File: config.mk
export PLATFORM = sky130hd
export DESIGN_NAME = lane_serializer
export DESIGN_NICKNAME = d
export VERILOG_FILES = /design/src/rtl/serializer_pkg.sv /design/src/rtl/ser_hold_buffer.sv /design/src/rtl/lane_serializer.sv
export SDC_FILE = /design/constraint.sdc
export NUM_CORES = 1
export LEC_CHECK = 0
export CAP_MARGIN = 5
export CORE_UTILIZATION = 34
export DETAILED_ROUTE_END_ITERATION = 10
export GPL_TIMING_DRIVEN = 1
export HOLD_SLACK_MARGIN = 0.02
export PLACE_DENSITY_LB_ADDON = 0.12
export SYNTH_ARGS = -nofsm -noshare
export SYNTH_HDL_FRONTEND = slang
export SYNTH_SLANG_ARGS = --single-unit
File: constraint.sdc
create_clock -name clk -period 5.2 [get_ports clk]
set_input_delay 1.56 -clock clk [delete_from_list [all_inputs] [get_ports clk]]
set_output_delay 1.56 -clock clk [all_outputs]
set_load 0.02 [all_outputs]
File: src/rtl/serializer_pkg.sv
// Shared types and slice helper for the serializer datapath and its future deserializer twin.
package serializer_pkg;

    typedef enum logic {IDLE, SHIFT} state_t;

    // Widest word the shared slice helper supports.
    localparam int MAX_W = 256;

    // Returns beat k of a data_w-bit word in the low lanes bits; callers truncate to their width.
    function automatic logic [MAX_W-1:0] beat_slice(
        input logic [MAX_W-1:0] word,
        input int               k,
        input bit               msb_first,
        input int               data_w,
        input int               lanes
    );
        int shift;
        shift = msb_first ? data_w - (k + 1) * lanes : k * lanes;
        return word >> shift;
    endfunction

endpackage

File: src/rtl/ser_hold_buffer.sv
// One-entry word register with load/unload and a full flag.
module ser_hold_buffer
    import serializer_pkg::*;
#(
    parameter int W = 20
) (
    input  logic         clk,
    input  logic         reset,
    input  logic         load,
    input  logic         unload,
    input  logic [W-1:0] d,
    output logic [W-1:0] q,
    output logic         full
);

    always_ff @(posedge clk or negedge reset) begin
        if (!reset) begin
            full <= 1'b0;
        end else if (load) begin
            full <= 1'b1;
        end else if (unload) begin
            full <= 1'b0;
        end
    end

    // NOTE: the payload register is not reset; it is only read while full=1, so resetting it buys nothing.
    always_ff @(posedge clk) begin
        if (load) begin
            q <= d;
        end
    end

endmodule

File: src/rtl/lane_serializer.sv
// Parallel-to-serial converter: DATA_W-bit words in over valid/ready, LANES bits out per cycle.
module lane_serializer
    import serializer_pkg::*;
#(
    parameter int                DATA_W       = 20,
    parameter int                LANES        = 4,
    parameter bit                MSB_FIRST    = 1'b1,
    parameter logic [LANES-1:0]  IDLE_PATTERN = '0
) (
    input  logic              clk,
    input  logic              reset,
    input  logic [DATA_W-1:0] data_i,
    input  logic              valid_i,
    output logic              ready_o,
    output logic [LANES-1:0]  data_o,
    output logic              valid_o,
    output logic              sof_o
);

    localparam int BEATS = DATA_W / LANES;
    localparam int CNT_W = (BEATS > 1) ? $clog2(BEATS) : 1;
    localparam logic [CNT_W-1:0] LAST = CNT_W'(BEATS - 1);

    if (LANES < 1 || DATA_W % LANES != 0 || DATA_W > MAX_W) begin : g_param_check
        $fatal(1, "lane_serializer: DATA_W must be a multiple of LANES, LANES >= 1");
    end

    state_t             state;
    logic [CNT_W-1:0]   cnt;
    logic [DATA_W-1:0]  shifter;
    logic [DATA_W-1:0]  hold_q;
    logic               hold_full;
    logic               xfer;
    logic               boundary;
    logic               start_new;
    logic               hold_load;
    logic               hold_unload;
    logic [DATA_W-1:0]  new_word;

    function automatic logic [LANES-1:0] slice_of(input logic [DATA_W-1:0] w, input int k);
        return LANES'(beat_slice(MAX_W'(w), k, MSB_FIRST, DATA_W, LANES));
    endfunction

    // In SHIFT, cnt is the next beat to emit; cnt=0 means the final slice is on data_o.
    assign ready_o     = reset && !hold_full;
    assign xfer        = valid_i && ready_o;
    assign boundary    = (state == SHIFT) && (cnt == '0);
    assign start_new   = ((state == IDLE) && xfer) || (boundary && (hold_full || xfer));
    assign new_word    = (boundary && hold_full) ? hold_q : data_i;
    assign hold_load   = xfer && (state == SHIFT) && !boundary;
    assign hold_unload = boundary && hold_full;

    ser_hold_buffer #(
        .W(DATA_W)
    ) u_hold (
        .clk    (clk),
        .reset  (reset),
        .load   (hold_load),
        .unload (hold_unload),
        .d      (data_i),
        .q      (hold_q),
        .full   (hold_full)
    );

    // NOTE: sequential state uses non-blocking assignments so every register samples pre-edge values.
    always_ff @(posedge clk or negedge reset) begin
        if (!reset) begin
            state   <= IDLE;
            cnt     <= '0;
            data_o  <= IDLE_PATTERN;
            valid_o <= 1'b0;
            sof_o   <= 1'b0;
        end else if (start_new) begin
            data_o  <= slice_of(new_word, 0);
            valid_o <= 1'b1;
            sof_o   <= 1'b1;
            cnt     <= CNT_W'(1);
            state   <= (BEATS > 1) ? SHIFT : IDLE;
        end else if ((state == SHIFT) && !boundary) begin
            data_o  <= slice_of(shifter, int'(cnt));
            valid_o <= 1'b1;
            sof_o   <= 1'b0;
            cnt     <= (cnt == LAST) ? '0 : cnt + 1'b1;
        end else begin
            data_o  <= IDLE_PATTERN;
            valid_o <= 1'b0;
            sof_o   <= 1'b0;
            state   <= IDLE;
        end
    end

    always_ff @(posedge clk) begin
        if (start_new) begin
            shifter <= new_word;
        end
    end

endmodule

== After elaboration in Yosys (flattened, before gate mapping) ==
Index checks and enable logic that the tools add are counted.
Operators by class
  shift operators: 1
  add/subtract/negate cells: 3
  bitwise operators: 1
  reductions and logical operators: 16
  muxes and demuxes: 13
  equality and inequality tests: 2
Operators with widths (count)
  >> shifter 20 x 32 -> 4 bit: 1
  two-way mux 20 bit: 1
  logical AND 1 bit: 9
  two-way mux 3 bit: 3
  two-way mux 4 bit: 2
  two-way mux 1 bit: 7
  subtractor 5 x 6 -> 7 bit (first input constant): 1
  adder 3 x 1 -> 4 bit (second input constant): 1
  nonzero test 2 bit: 2
  adder 3 x 1 -> 3 bit (second input constant): 1
  == test 3 bit (second input constant): 1
  logical NOT 3 bit: 1
  logical NOT 1 bit: 2
  logical OR 1 bit: 2
  != test 2 bit (second input constant): 1
  NOT 1 bit: 1
Storage, ports and cells
  logic and storage cells: 44
  register bits after elaboration: 51
  output and inout bits: 7

== Depth between registers and ports, before layout ==
Gate-level depths: netlist of run 1.
  depth in word-level cells: 7
  depth in mapped cells: 8

== Modules after synthesis ==
Synthesis of run 1 repeated with hierarchy kept, for this count alone.
Second synthesis, totals
  cell total of the unflattened synthesis: 174
  area, all modules: 2149.6 um2
By module, submodules not included
  lane_serializer: sequential area each 850.8 um2, instances 1, area an instance 1512.7 um2, cells each 151
  ser_hold_buffer: sequential area each 625.6 um2, instances 1, area an instance 636.9 um2, cells each 23

== Least setup slack after synthesis of run 1 ==
OpenSTA, ideal clock, no wires.
  kind: input to output
  from: input port reset
  to: output port ready_o
  required time: 3.640 ns
  stages on the path: 1
  arrival time: 1.977 ns
  buffers on the path: 0
  path slack: 1.663 ns
  cell sequence: nor2b_1
On the way
  cells in the longest elaborated chain, start to end: 1
RTL lines
  start, declared: line lane_serializer.sv:11  | input logic reset,
  logical AND 1 bit: line lane_serializer.sv:45  | assign ready_o = reset && !hold_full;
  end, declared: line lane_serializer.sv:14  | output logic ready_o,
Every way passes these cells.

== Worst setup path after layout of run 1 ==
Same ends and word-level chain as after synthesis.

==> qor_table.md, run 1 <==
| Item | Reported |
| --- | --- |
| Run status | complete, no violations |
| Clock sink count | 51 |
| Floorplan die height | 83.25 um |
| Proportion of register bits with asynchronous set or reset after synthesis | 0.2157 |
| Worst R2R Path Depth | 7 |
| Logic depth of the worst path, buffers included | 3 |
| Synthesized flop and latch total | 51 |
| Antenna violations before repair | 0 |
| Worst flop-to-flop path startpoint | cnt[0] |
| Sort of element at the end of the critical path | output pin |
| Routed wire per std cell | 14.89 um |
| Number of port buffers | 29 |
| Most frequent CP cell | sky130_fd_sc_hd__clkdlybuf4s50_1 |
| Drt first-iter violations | 58 |
| Post-CTS setup-driven buffer insertion count | 0 |
| Final-report max-slew violation count | 0 |
| Timing startpoint of the critical path | reset |
| Unrepaired setup endpoints after global routing | false |
| GRT Util Overall | 0.1210 |
| Total of max-cap violations | 0 |
| Inserted Clock Buffers | 5 |
| Synth warn | 0 |
| Antenna cell count | 0 |
| Via-per-instance ratio | 5.016 |
| DP HPWL | 2735 um |
| RePlAce Congestion | 0.7910 |
| DIE WIDTH | 83.25 um |
| Overall overflow remaining after global route | 0 |
| Residual antenna-violating net count after detailed routing | 0 |
| Sequential cell area | 1476 sq um |
| EDFF count, synth | 40 |
| Cell area after synthesis | 2245 sq um |
| Top-Level Pins | 30 |
| Launching element type of the critical path | input port |
| Commonest non-fill, non-tap cell in the layout | sky130_fd_sc_hd__edfxtp_1 |
| Cell count after synthesis | 143 |
| First-pass GRT wire length | 6396 um |
| Average instance area after synthesis | 15.70 sq um |
| Req. time, crit path | 3.64 ns |
| Iteration count of the initial detailed-routing pass | 4 |
| Root buffer cell | sky130_fd_sc_hd__clkbuf_8 |
| Top_reg_cell synth | sky130_fd_sc_hd__edfxtp_1 |
| Net count, final | 202 |
| Net count after synthesis | 169 |
| Initial Util | 0.3535 |
| Hold crit path type | reg2reg |
| Peak supply drop | 0.2197 mV |
| Count of cell types in the netlist | 32 |
| Overall die area | 6931 sq um |
| Ratio of cells with drive above 1 in the final layout | 0.1921 |
| Clock Latency Late Sink | 0.30 ns |
| Peak Freq | 223.6 MHz |
| Leak Pwr | 1.027 nW |
| Max Root-Sink Buffers | 2 |
| Hold buffer count at cts | 0 |
| DRC Markers | 0 |
| Sequential area share after synthesis | 0.6577 |
| Final core utilization | 0.4234 |
| Gates resized, CTS repair | 0 |
| Crit path DAT | 2.91 ns |
| Final critical delay including setup and external delays | 4.472 ns |
| Skew final | 0.006692 ns |
| Final routed wirelength across all metal layers | 3783 um |
| Vias | 1274 |
| Cell Chain, Critical Path | clkdlybuf4s50_1 -> nor2b_1 -> clkdlybuf4s50_1 |
| Relative slew slack | 0.4830 |
| Clock transition at the register clock pins on the worst setup and hold paths after CTS | 0.09 ns |
| Fill count | 573 |
| Pin count of the biggest net entering global routing | 22 |
| Setup tns final | 0 ns |
| Footprint of the multi-input gates | 703.2 sq um |
| Family of cells with the greatest summed delay on the critical path | buffers and inverters |
| Slowest stage cell on the critical path | sky130_fd_sc_hd__clkdlybuf4s50_1 |
| Vias in the first global route | 1316 |
| Critical path's largest stage delay | 0.64 ns |
| CTS H-tree lvls | 2 |
| Type of the worst setup path | in2out |
| Core region area | 6350 sq um |
| Count of endpoints failing hold in the final timing report | 0 |
| Slew @ Worst Pin | 0.7746 ns |
| Row Count | 29 |
| Power per cell area | 536.9 nW/um^2 |
| Layout area overhead | 19.79% |
| RR Endpoint | data_o[3] |
| Commonest non-fill, non-tap cells in the layout | sky130_fd_sc_hd__edfxtp_1, sky130_fd_sc_hd__clkdlybuf4s50_1, sky130_fd_sc_hd__mux2_4, sky130_fd_sc_hd__dfrtp_1, sky130_fd_sc_hd__nor2b_1 |
| Final-report setup violation count | 0 |
| Setup slack of the worst register-to-register path | 2.63 ns |
| Critical Path Sink | ready_o |
| CTS tree | yes |
| Buf/Inv on CP | 2 |
| Largest driver fanout on the critical path | 3 |
| Final period util | 0.8600 |
==> stage by stage <==
step,setup WS [ns],hold WS (ns),total power [W],instances,instance area (sq um)
after floorplan,1.663,0.5246,0.001078,143,2245
after global placement,0.7400,0.5356,0.001230,246,2604
after CTS,0.7255,0.5613,0.001464,254,2689
final,0.7278,0.5580,0.001444,254,2689
after global routing,0.6738,0.5684,0.001550,254,2689
after detailed placement,0.7412,0.5381,0.001245,246,2604
==> Yosys cell counts, types with 4 or more instances <==
cell type	n	area (sq um)
sky130_fd_sc_hd__dfrtp_1	11	275.3
sky130_fd_sc_hd__mux2_4	13	195.2
sky130_fd_sc_hd__nand3_1	4	20.02
sky130_fd_sc_hd__a22oi_1	4	30.03
sky130_fd_sc_hd__o21ai_1	7	35.03
sky130_fd_sc_hd__nor2b_1	9	56.30
sky130_fd_sc_hd__mux2_2	8	90.09
sky130_fd_sc_hd__nand2_1	5	18.77
sky130_fd_sc_hd__o21ai_0	5	25.02
sky130_fd_sc_hd__a211oi_1	4	30.03
sky130_fd_sc_hd__edfxtp_1	40	1201
sky130_fd_sc_hd__inv_1	5	18.77
==> state kept, by name (all words and copies together), names as in the netlist <==
signal	count
shifter	20
u_hold.q	20
data_o	4
cnt	3
sof_o	1
state	1
u_hold.full	1
valid_o	1
==> metal layers <==
layer	up-vias	part of all wire	track usage	wire [um]
met2	35	0.50	0.1975	1890
met3	8	0.041	0.03380	156
met1	622	0.44	0.1505	1664
li1	609	-	-	-
met5	-	0	0	0
met4	0	0.019	0.05172	71
==> logic make-up after synthesis <==
family | share of synthesized area
compound gates | 0.09197
xor+xnor | 0.003903
fa+ha+maj | 0.01672
buf+inv | 0.02898
flops | 0.6577
mux | 0.1316
simple gates | 0.06912
==> report_power, final <==
group | switching (W) | internal (W) | total (W)
combinational | 0.000331 | 0.000262 | 0.000592
sequential | 0.0000574 | 0.000573 | 0.000631
clock | 0.000126 | 0.0000943 | 0.000221
==> how the worst min path moves through the flow <==
stage	startpoint	to	cells after the start
after floorplan	u_hold.q[0]	shifter[0]	1
after global placement	u_hold.q[13]	shifter[13]	1
after detailed placement	u_hold.q[11]	shifter[11]	1
after CTS	u_hold.q[12]	shifter[12]	1
after global routing	u_hold.q[13]	shifter[13]	1
final	u_hold.q[13]	shifter[13]	1
==> final cells by class <==
cell class                      count  share of cell area
Clock inverter                      2            0.004653
Multi-Input combinational cell     81              0.2615
Sequential cell                    51              0.5491
Tap cell                           77             0.03583
Clock buffer                        6             0.02699
Inverter                            6            0.008376
Timing Repair Buffer               31              0.1135
(Power assumes the default switching activity.)
==> run 2, diff against run 1 <==
Settings changed: CORE_ASPECT_RATIO set to 0.6, PLACE_DENSITY set to 0.52, PLACE_DENSITY_LB_ADDON 0.12 to unset.
==> run 2 against run 1 <==
  * Non-clock buffer count down 1
  * Clock power down 4%
  * Power up 0.83%
  * Cell count up 2.4%
  * Global-route usage up 0.95 points
  * First-iteration DRC count down 8.6%
  * Combinational power up 3%
==> qor_table.md, run 2 (synthesized netlist as in run 1, its figures left out) <==
| Item | Reported | Delta |
| --- | --- | --- |
| Run status | complete, no violations |  |
| Type of the worst setup path | in2out |  |
| Int Pwr | 0.0009274 W | -0.20% |
| Post-CTS setup-driven buffer insertion count | 0 | unchanged |
| Final critical delay including setup and external delays | 4.505 ns | +0.03327 ns |
| Via-per-instance ratio | 4.769 | -4.9% |
| Unrepaired setup endpoints after global routing | false |  |
| Layout area overhead | 19.73% | about the same |
| Power per cell area | 541.6 nW/um^2 | +0.87% |
| Max Root-Sink Buffers | 2 | unchanged |
| Top-Level Pins | 30 | unchanged |
| Overall overflow remaining after global route | 0 | unchanged |
| DIE WIDTH | 106.9 um | +28% |
| Total of max-cap violations | 0 | unchanged |
| DRC Markers | 0 | unchanged |
| Initial Util | 0.3592 | +0.005734 |
| Relative slew slack | 0.2281 | -0.2549 |
| Req. time, crit path | 3.64 ns | about the same |
| Inserted Clock Buffers | 5 | unchanged |
| Peak supply drop | 0.1866 mV | -15% |
| Registers with the highest flip-flop counts | shifter (20), u_hold.q (20), data_o (4) |  |
| Pin count of the biggest net entering global routing | 22 | unchanged |
| Gates resized, CTS repair | 0 | unchanged |
| Final period util | 0.8664 | +0.006398 |
| Vias | 1240 | -2.7% |
| Part of the power in combinational logic | 0.418 | +0.008 |
| RePlAce Congestion | 0.8338 | +5.4% |
| Peak Freq | 222.0 MHz | -0.74% |
| GRT Util Overall | 0.1305 | +0.009476 |
| Ratio of cells with drive above 1 in the final layout | 0.1818 | -0.01027 |
| Sort of element at the end of the critical path | output pin |  |
| Switching Power | 0.0005282 W | +2.7% |
| Final total power | 0.001456 W | +0.83% |
| Largest driver fanout on the critical path | 3 | unchanged |
| Hold buffer count at cts | 0 | unchanged |
| Footprint of the multi-input gates | 705.7 sq um | +0.36% |
| Routed wire per std cell | 15.62 um | +4.9% |
| Slew @ Worst Pin | 1.157 ns | +0.3820 ns |
| Antenna violations before repair | 0 | unchanged |
| DP HPWL | 2857 um | +4.5% |
| Commonest non-fill, non-tap cells in the layout | sky130_fd_sc_hd__edfxtp_1, sky130_fd_sc_hd__clkdlybuf4s50_1, sky130_fd_sc_hd__mux2_4, sky130_fd_sc_hd__dfrtp_1, sky130_fd_sc_hd__nor2b_1 |  |
| Switching power as a share of total power | 0.3629 | +0.006543 |
| Sequential cell area | 1476 sq um | unchanged |
| Residual antenna-violating net count after detailed routing | 0 | unchanged |
| Setup tns final | 0 ns | unchanged |
| Clock sink count | 51 | unchanged |
| Floorplan die height | 64.94 um | -22% |
| Leak Pwr | 1.020 nW | -0.63% |
| Skew final | 0.006732 ns | +0.00003991 ns |
| Root buffer cell | sky130_fd_sc_hd__clkbuf_8 |  |
| Sequential fraction of design power | 0.436 | about the same |
| Fill count | 561 | -2.1% |
| Vias in the first global route | 1291 | -1.9% |
| Crit path DAT | 2.95 ns | +0.04 ns |
| Iteration count of the initial detailed-routing pass | 4 | unchanged |
| Hold crit path type | reg2reg |  |
| Drt first-iter violations | 53 | -8.6% |
| Net count, final | 201 | -0.50% |
| Count of endpoints failing hold in the final timing report | 0 | unchanged |
| Clock transition at the register clock pins on the worst setup and hold paths after CTS | 0.09 ns | about the same |
| Clock Latency Late Sink | 0.29 ns | about the same |
| CTS tree | yes |  |
| Antenna cell count | 0 | unchanged |
| First-pass GRT wire length | 6789 um | +6.1% |
| Core region area | 6248 sq um | -1.6% |
| Power share of the clock group | 0.146 | -0.007 |
| Overall die area | 6942 sq um | +0.16% |
| CTS H-tree lvls | 2 | unchanged |
| Final-report setup violation count | 0 | unchanged |
| Commonest non-fill, non-tap cell in the layout | sky130_fd_sc_hd__edfxtp_1 |  |
| Number of port buffers | 29 | unchanged |
| Final-report max-slew violation count | 0 | unchanged |
| Final routed wirelength across all metal layers | 4062 um | +7.4% |
| Row Count | 22 | -24% |
| Launching element type of the critical path | input port |  |
-- run 2: cell types whose count changed in the layout (fill, tap and decap cells not counted), sizes merged --
cell,previous run,this run
clkinv,1,2
buf,2,1
clkinvlp,1,0
-- run 2: routing by layer --
layer	wire, um	GRT usage	vias up
li1	-	-	602
met1	2167	0.2000	600
met2	1637	0.1798	36
met3	248	0.03823	2
met4	8	0.02568	0
met5	0	0	-
-- run 2: worst paths after layout --
check / start / endpoint / depth (start not counted) / slack, ns
hold reg to reg: u_hold.q[6] / shifter[6] / 1 / 0.55
max in group asynchronous: reset / data_o[2] / 2 / 3.45
setup reg to reg: cnt[0] / u_hold.q[10] / 5 / 2.57
setup / recovery: reset / ready_o / 3 / 0.69
hold / removal: u_hold.q[6] / shifter[6] / 1 / 0.55
min in group asynchronous: reset / u_hold.full / 2 / 1.60
-- run 2: cell type report --
cell class	instances	share of cell area
sequential	51	0.5493
multi-input combinational	81	0.2626
timing repair buffer	30	0.1108
tap	84	0.03911
clock buffer	6	0.02700
inverter	6	0.008380
clock inverter	2	0.002793
-- run 2: power by group through the flow --
stage	logic, W	clock network (W)	registers, W
floorplan	0.000444	0	0.000635
global placement	0.000593	0	0.000641
detailed placement	0.000604	0	0.000645
CTS	0.000609	0.000224	0.000636
global route	0.000668	0.000244	0.000648
finish	0.000608	0.000213	0.000635
-- run 2: metrics by stage --
step	std cells	cell area, sq um	worst slack (ns)	utilization	hold WS [ns]
3_5_place_dp	252	2608	0.6962	0.4173	0.5385
6_report	260	2688	0.6945	0.4301	0.5493
3_3_place_gp	252	2608	0.7387	0.4173	0.5381
5_1_grt	260	2688	0.6243	0.4301	0.5714
4_1_cts	260	2688	0.6840	0.4301	0.5604
2_1_floorplan	143	2245	1.663	-	0.5246
-- run 2: worst max-delay path: stages --
cell	delay [ns]
sky130_fd_sc_hd__clkdlybuf4s50_1	0.48
sky130_fd_sc_hd__nor2b_1	0.25
sky130_fd_sc_hd__clkdlybuf4s50_1	0.65
